`src/rtl/sub_b_vec_drv.sv`:
```
// sub_b_vec_drv: sweeps a 3-bit vector into sub_b after a start pulse,
// captures sub_b's 3-bit response CAP_LAT edges later and folds it into a
// 16-bit MISR signature. A run ends with a one-cycle done_b pulse.
module sub_b_vec_drv #(
    parameter int          NUM_VEC = 16,
    parameter int          CAP_LAT = 1,
    parameter logic [15:0] POLY    = 16'h1021
) (
    input  logic        clk,
    input  logic        rst_n,
    input  logic        start_b,
    output logic        testi1_b,
    output logic        testi2_b,
    output logic        testi3_b,
    input  logic        testo1_b,
    input  logic        testo2_b,
    input  logic        testo1_sub_b_rename,
    output logic        busy_b,
    output logic        done_b,
    output logic [15:0] sig_b,
    output logic [7:0]  vec_cnt_b
);

    localparam logic [1:0] ST_IDLE  = 2'd0;
    localparam logic [1:0] ST_RUN   = 2'd1;
    localparam logic [1:0] ST_DRAIN = 2'd2;
    localparam logic [1:0] ST_DONE  = 2'd3;

    // Index of the final vector; also the capture count just before the last capture
    localparam logic [7:0] LAST_IDX = 8'(NUM_VEC - 1);

    logic [1:0]         state_q, state_d;
    logic [7:0]         idx_q, idx_d;
    logic [2:0]         testi_q, testi_d;
    logic               busy_q, busy_d;
    logic               done_q, done_d;
    logic [15:0]        sig_q, sig_d;
    logic [7:0]         cnt_q, cnt_d;
    logic [CAP_LAT-1:0] tok_q, tok_d;

    logic               push;
    logic               cap;
    logic [2:0]         resp;

    // A token leaving the last stage marks the edge at which the response is sampled
    assign cap  = tok_q[CAP_LAT-1];
    assign resp = {testo1_sub_b_rename, testo2_b, testo1_b};

    // Valid-token shift register: one token per registered vector, CAP_LAT stages deep
    always_comb begin
        tok_d    = '0;
        tok_d[0] = push;
        for (int i = 1; i < CAP_LAT; i++) begin
            tok_d[i] = tok_q[i-1];
        end
    end

    // Run-control FSM, vector generation and MISR compaction
    always_comb begin
        state_d = state_q;
        idx_d   = idx_q;
        testi_d = 3'b000;
        sig_d   = sig_q;
        cnt_d   = cnt_q;
        push    = 1'b0;

        if (cap) begin
            sig_d = {sig_q[14:0], 1'b0} ^ (sig_q[15] ? POLY : 16'h0000) ^ {13'b0, resp};
            cnt_d = cnt_q + 8'd1;
        end

        case (state_q)
            ST_IDLE: begin
                if (start_b) begin
                    sig_d   = 16'h0000;
                    cnt_d   = 8'd0;
                    idx_d   = 8'd0;
                    state_d = ST_RUN;
                end
            end
            ST_RUN: begin
                testi_d = idx_q[2:0];
                push    = 1'b1;
                idx_d   = idx_q + 8'd1;
                if (idx_q == LAST_IDX) begin
                    state_d = ST_DRAIN;
                end
            end
            ST_DRAIN: begin
                // The last token leaves exactly when the final capture happens
                if (cap && (cnt_q == LAST_IDX)) begin
                    state_d = ST_DONE;
                end
            end
            ST_DONE: begin
                state_d = ST_IDLE;
            end
            default: begin
                state_d = ST_IDLE;
            end
        endcase

        busy_d = (state_d == ST_RUN) || (state_d == ST_DRAIN);
        done_d = (state_d == ST_DONE);
    end

    // State registers with synchronous active-low reset
    always_ff @(posedge clk) begin
        if (!rst_n) begin
            state_q <= ST_IDLE;
            idx_q   <= 8'd0;
            testi_q <= 3'b000;
            busy_q  <= 1'b0;
            done_q  <= 1'b0;
            sig_q   <= 16'h0000;
            cnt_q   <= 8'd0;
            tok_q   <= '0;
        end else begin
            state_q <= state_d;
            idx_q   <= idx_d;
            testi_q <= testi_d;
            busy_q  <= busy_d;
            done_q  <= done_d;
            sig_q   <= sig_d;
            cnt_q   <= cnt_d;
            tok_q   <= tok_d;
        end
    end

    assign testi1_b  = testi_q[0];
    assign testi2_b  = testi_q[1];
    assign testi3_b  = testi_q[2];
    assign busy_b    = busy_q;
    assign done_b    = done_q;
    assign sig_b     = sig_q;
    assign vec_cnt_b = cnt_q;

endmodule

```
`config.mk`:
```
export PLATFORM = sky130hd
export DESIGN_NAME = sub_b_vec_drv
export DESIGN_NICKNAME = d
export VERILOG_FILES = /design/src/rtl/sub_b_vec_drv.sv
export SDC_FILE = /design/constraint.sdc
export NUM_CORES = 1
export LEC_CHECK = 0
export ABC_AREA = 1
export CORE_UTILIZATION = 37
export CTS_BUF_LIST = sky130_fd_sc_hd__clkbuf_8
export CTS_CLUSTER_SIZE = 20
export DETAILED_ROUTE_END_ITERATION = 12
export SLEW_MARGIN = 0
export SYNTH_ARGS = -nofsm -noshare
export SYNTH_HDL_FRONTEND = slang
export SYNTH_SLANG_ARGS = --single-unit
```
`constraint.sdc`:
```
create_clock -name clk -period 1.5 [get_ports clk]
set_clock_uncertainty 0.15 [all_clocks]
set_input_delay 0.45 -clock clk [delete_from_list [all_inputs] [get_ports clk]]
set_output_delay 0.45 -clock clk [all_outputs]
set_load 0.02 [all_outputs]
```
==> summary.md <==
| Metric | Value |
|---|---|
| Vias | 1617 |
| Number of vias per cell | 4.62 |
| CP required | 1.54 ns |
| Max FO, Critical Path | 3 |
| Critical path's top delay family | simple AND/OR/NAND/NOR gates |
| Synth Area in Compound Gates | 11.5% |
| Clk slew on worst S/H paths | 0.08 ns |
| Yosys top cell by area | dfxtp_1 |
| Worst-path cell chain | ha_4 -> nand2_4 -> nor2_4 -> nand4_1 -> nand2_2 -> ha_4 -> nand2_1 -> inv_1 |
| Maximum clock path buffer count | 2 |
| All-Layer GR Usage | 16.7% |
| Sink Count | 40 |
| Average wire per standard cell | 10.7 um |
| Final WL | 3750 um |
| Crit-path most repeated cell | ha_4 |
| Final HPWL DP | 2600 um |
| Setup-failing EPs final | 1 |
| Crit path launch type | flop |
| Post-Synth XOR/XNOR Area | 2.60% |
| TritonCTS clock tree | done |
| Synth top cells by count | 48 x nand2_1, 40 x dfxtp_1, 28 x nor2_1 |
| Initial DRC count | 119 |
| Largest net degree at the start of global routing | 25 |
| Ratio of cells with drive above 1 in the final layout | 34.6% |
| Share of the synthesized area in the top cell type | 47.6% |
| Crit path setup slack, layout | -0.0352 ns |
| DRC viols | 0 |
| Worst hold slack | 0.318 ns |
| Cts hold-fix bufs | 0 |
| NumNets Final | 306 |
| Max Used Layer | met4 |
| DR WL met2 | 1740 um |
| Die width | 69.4 um |
| Initial antenna violation count | 0 |
| EDFF count, synth | 0 |
| Pre-CTS WS | -0.256 ns |
| Sequential area share after synthesis | 47.6% |
| Worst Max-Slew Pin Slew | 0.241 ns |
| Starting Density | 38.6% |
| N_diodes | 0 |
| Num CTS Buffers | 5 |
| ANT nets after route | 0 |
| Synth Area per Inst | 7.68 um2 |
| # port buffers | 34 |
| Worst VDD drop | 503 uV |
| Netlist cell types | 30 |
| Fin crit share | 102% |
| Dpl cell area | 0.00237 mm2 |
| Fin. Hold Viols | 0 |
| Core ar. | 0.00435 mm2 |
| Final critical-path required period | 1.54 ns |
| Clock root buffer | clkbuf_8 |
| Post-Syn Nets | 228 |
| Max frequency | 0.651 GHz |
| Vias in the first global route | 1430 |
| Slowest cell on crit path | dfxtp_2 |
| Peak per-stage delay on the critical path | 0.36 ns |
| Status | complete, but fails checks |
| Post-synthesis adder-cell area fraction | 2.23% |
| Met3 wire length | 183 um |
| Largest family of logic cells by synthesized area | simple AND/OR/NAND/NOR gates |
| Row cnt | 24 |
| Ys Warns | 0 |
| GRT Residual Overflow | 0 |
| I/O Pins | 35 |
| Mux contribution to synthesized area | 0% |
| Final Wtd Congestion | 0.843 |
| Worst Path Arrival | 1.58 ns |
| Slew Viols, Final | 0 |
| Drt pass-1 iters | 4 |
| Post-route cell area | 0.00242 mm2 |
| Crit Path Class | flop to flop |
| Insertion delay to the later sink of the worst-skew pair | 0.28 ns |
| Final setup TNS | -0.0352 ns |
| Synthesized area | 0.00168 mm2 |
| Met1 wire length | 1790 um |
| RSZ-0062 raised after global routing | yes |
| Mapped Cells | 219 |
| CP Capture Type | flop |
| Failing checks | negative setup slack |
| Prevailing post-synth register cell | dfxtp_1 |
| CTS H-Tree Depth | 2 |
| Buffer and inverter count on the worst path | 1 |
| P&R area growth vs syn | 43.6% |
| Leakage | 1.12 nW |
| Tot Pwr | 0.00203 W |
| Full die area | 0.00482 mm2 |
| Hold Path Class | flop to flop |
| Top cells by area, synth | dfxtp_1 48%, nand2_1 11%, a21oi_1 6.2% |
| Slew headroom | 83.8% |
| Synth Register Bits | 40 |
| Simple logic cell fraction of the synthesized area | 28.2% |
| Die Y-Extent | 69.4 um |
| Most common cell in the synthesized netlist | nand2_1 |
| Async set-or-reset flop fraction in the synthesized netlist | 0% |
| Global-route wire length before repair | 6460 um |
| Max-cap check violation count | 0 |
| PD cells | 841 mW/mm2 |
==> state kept, by name, indices dropped and copies added (netlist names) <==
name and count:
sig_b 16, testi_q 3, done_b 1, vec_cnt_b 8
cap 1, busy_b 1, idx_q 8, state_q 2
==> routing by layer <==
| layer | up-vias | GRT usage (%) |
|---|---|---|
| met2 | 38 | 25.7 |
| met5 | - | 0 |
| met4 | 0 | 6.80 |
| met1 | 718 | 22.5 |
| li1 | 859 | - |
| met3 | 2 | 3.92 |
==> worst reg2reg max path, cell delays in order, from the launching register on <==
cell and delay (ns):
dfxtp_2 0.36, ha_4 0.16, nand2_4 0.06, nor2_4 0.14, nand4_1 0.15, nand2_2 0.13
ha_4 0.20, nand2_1 0.05, inv_1 0.03
==> power breakdown <==
part,switching (W),internal [W]
clock network,0.000358,0.000362
registers,0.0000135,0.00108
logic,0.000120,0.0000985
total,0.000491,0.00154
==> layout by cell type (no fill, tap or decap), types with 3 or more instances in the layout <==
cell,n
nand2_1,47
buf_4,42
dfxtp_1,36
nor2_1,27
buf_2,25
inv_1,22
a21oi_1,20
o21ai_1,10
nand3_1,7
clkbuf_8,6
inv_2,5
clkdlybuf4s50_1,5
nand4_1,4
nand3_2,4
clkdlybuf4s15_2,4
xnor2_1,3
nor3_1,3
dfxtp_4,3
==> final cells by class <==
type,instances,area [um2]
flip-flops and latches,40,813
fillers,455,1940
multi-input cells,148,798
inverters,25,93.8
clock buffers,6,82.6
clock inverters,2,7.51
repair buffers,77,556
well taps,52,65.1
==> worst paths after layout <==
check / end / cells after the start / slack (ns) / from
setup reg to reg: busy_b / 8 / -0.04 / idx_q[1]
hold / removal: sig_b[14] / 2 / 0.32 / sig_b[13]
setup / recovery: busy_b / 8 / -0.04 / idx_q[1]
hold reg to reg: sig_b[14] / 2 / 0.32 / sig_b[13]
==> logic make-up after synthesis <==
family / Yosys count
xor+xnor: 5
compound gates: 37
fa+ha+maj: 3
flops: 40
buf+inv: 31
simple gates: 103
==> metrics by stage <==
| stage | util (%) | cells |
|---|---|---|
| floorplan | - | 219 |
| global route | 55.5 | 350 |
| detailed placement | 54.4 | 336 |
| global placement | 54.4 | 336 |
| CTS | 57.2 | 347 |
| finish | 55.5 | 350 |
==> repair_timing <==
action | 4_1_cts | 5_1_grt
pin swaps | 4 | 4
setup endpoints to repair | 30 | 21
setup buffers | 3 | 3
gates resized for setup | 95 | 23
Power figures use the tool's default switching activity.
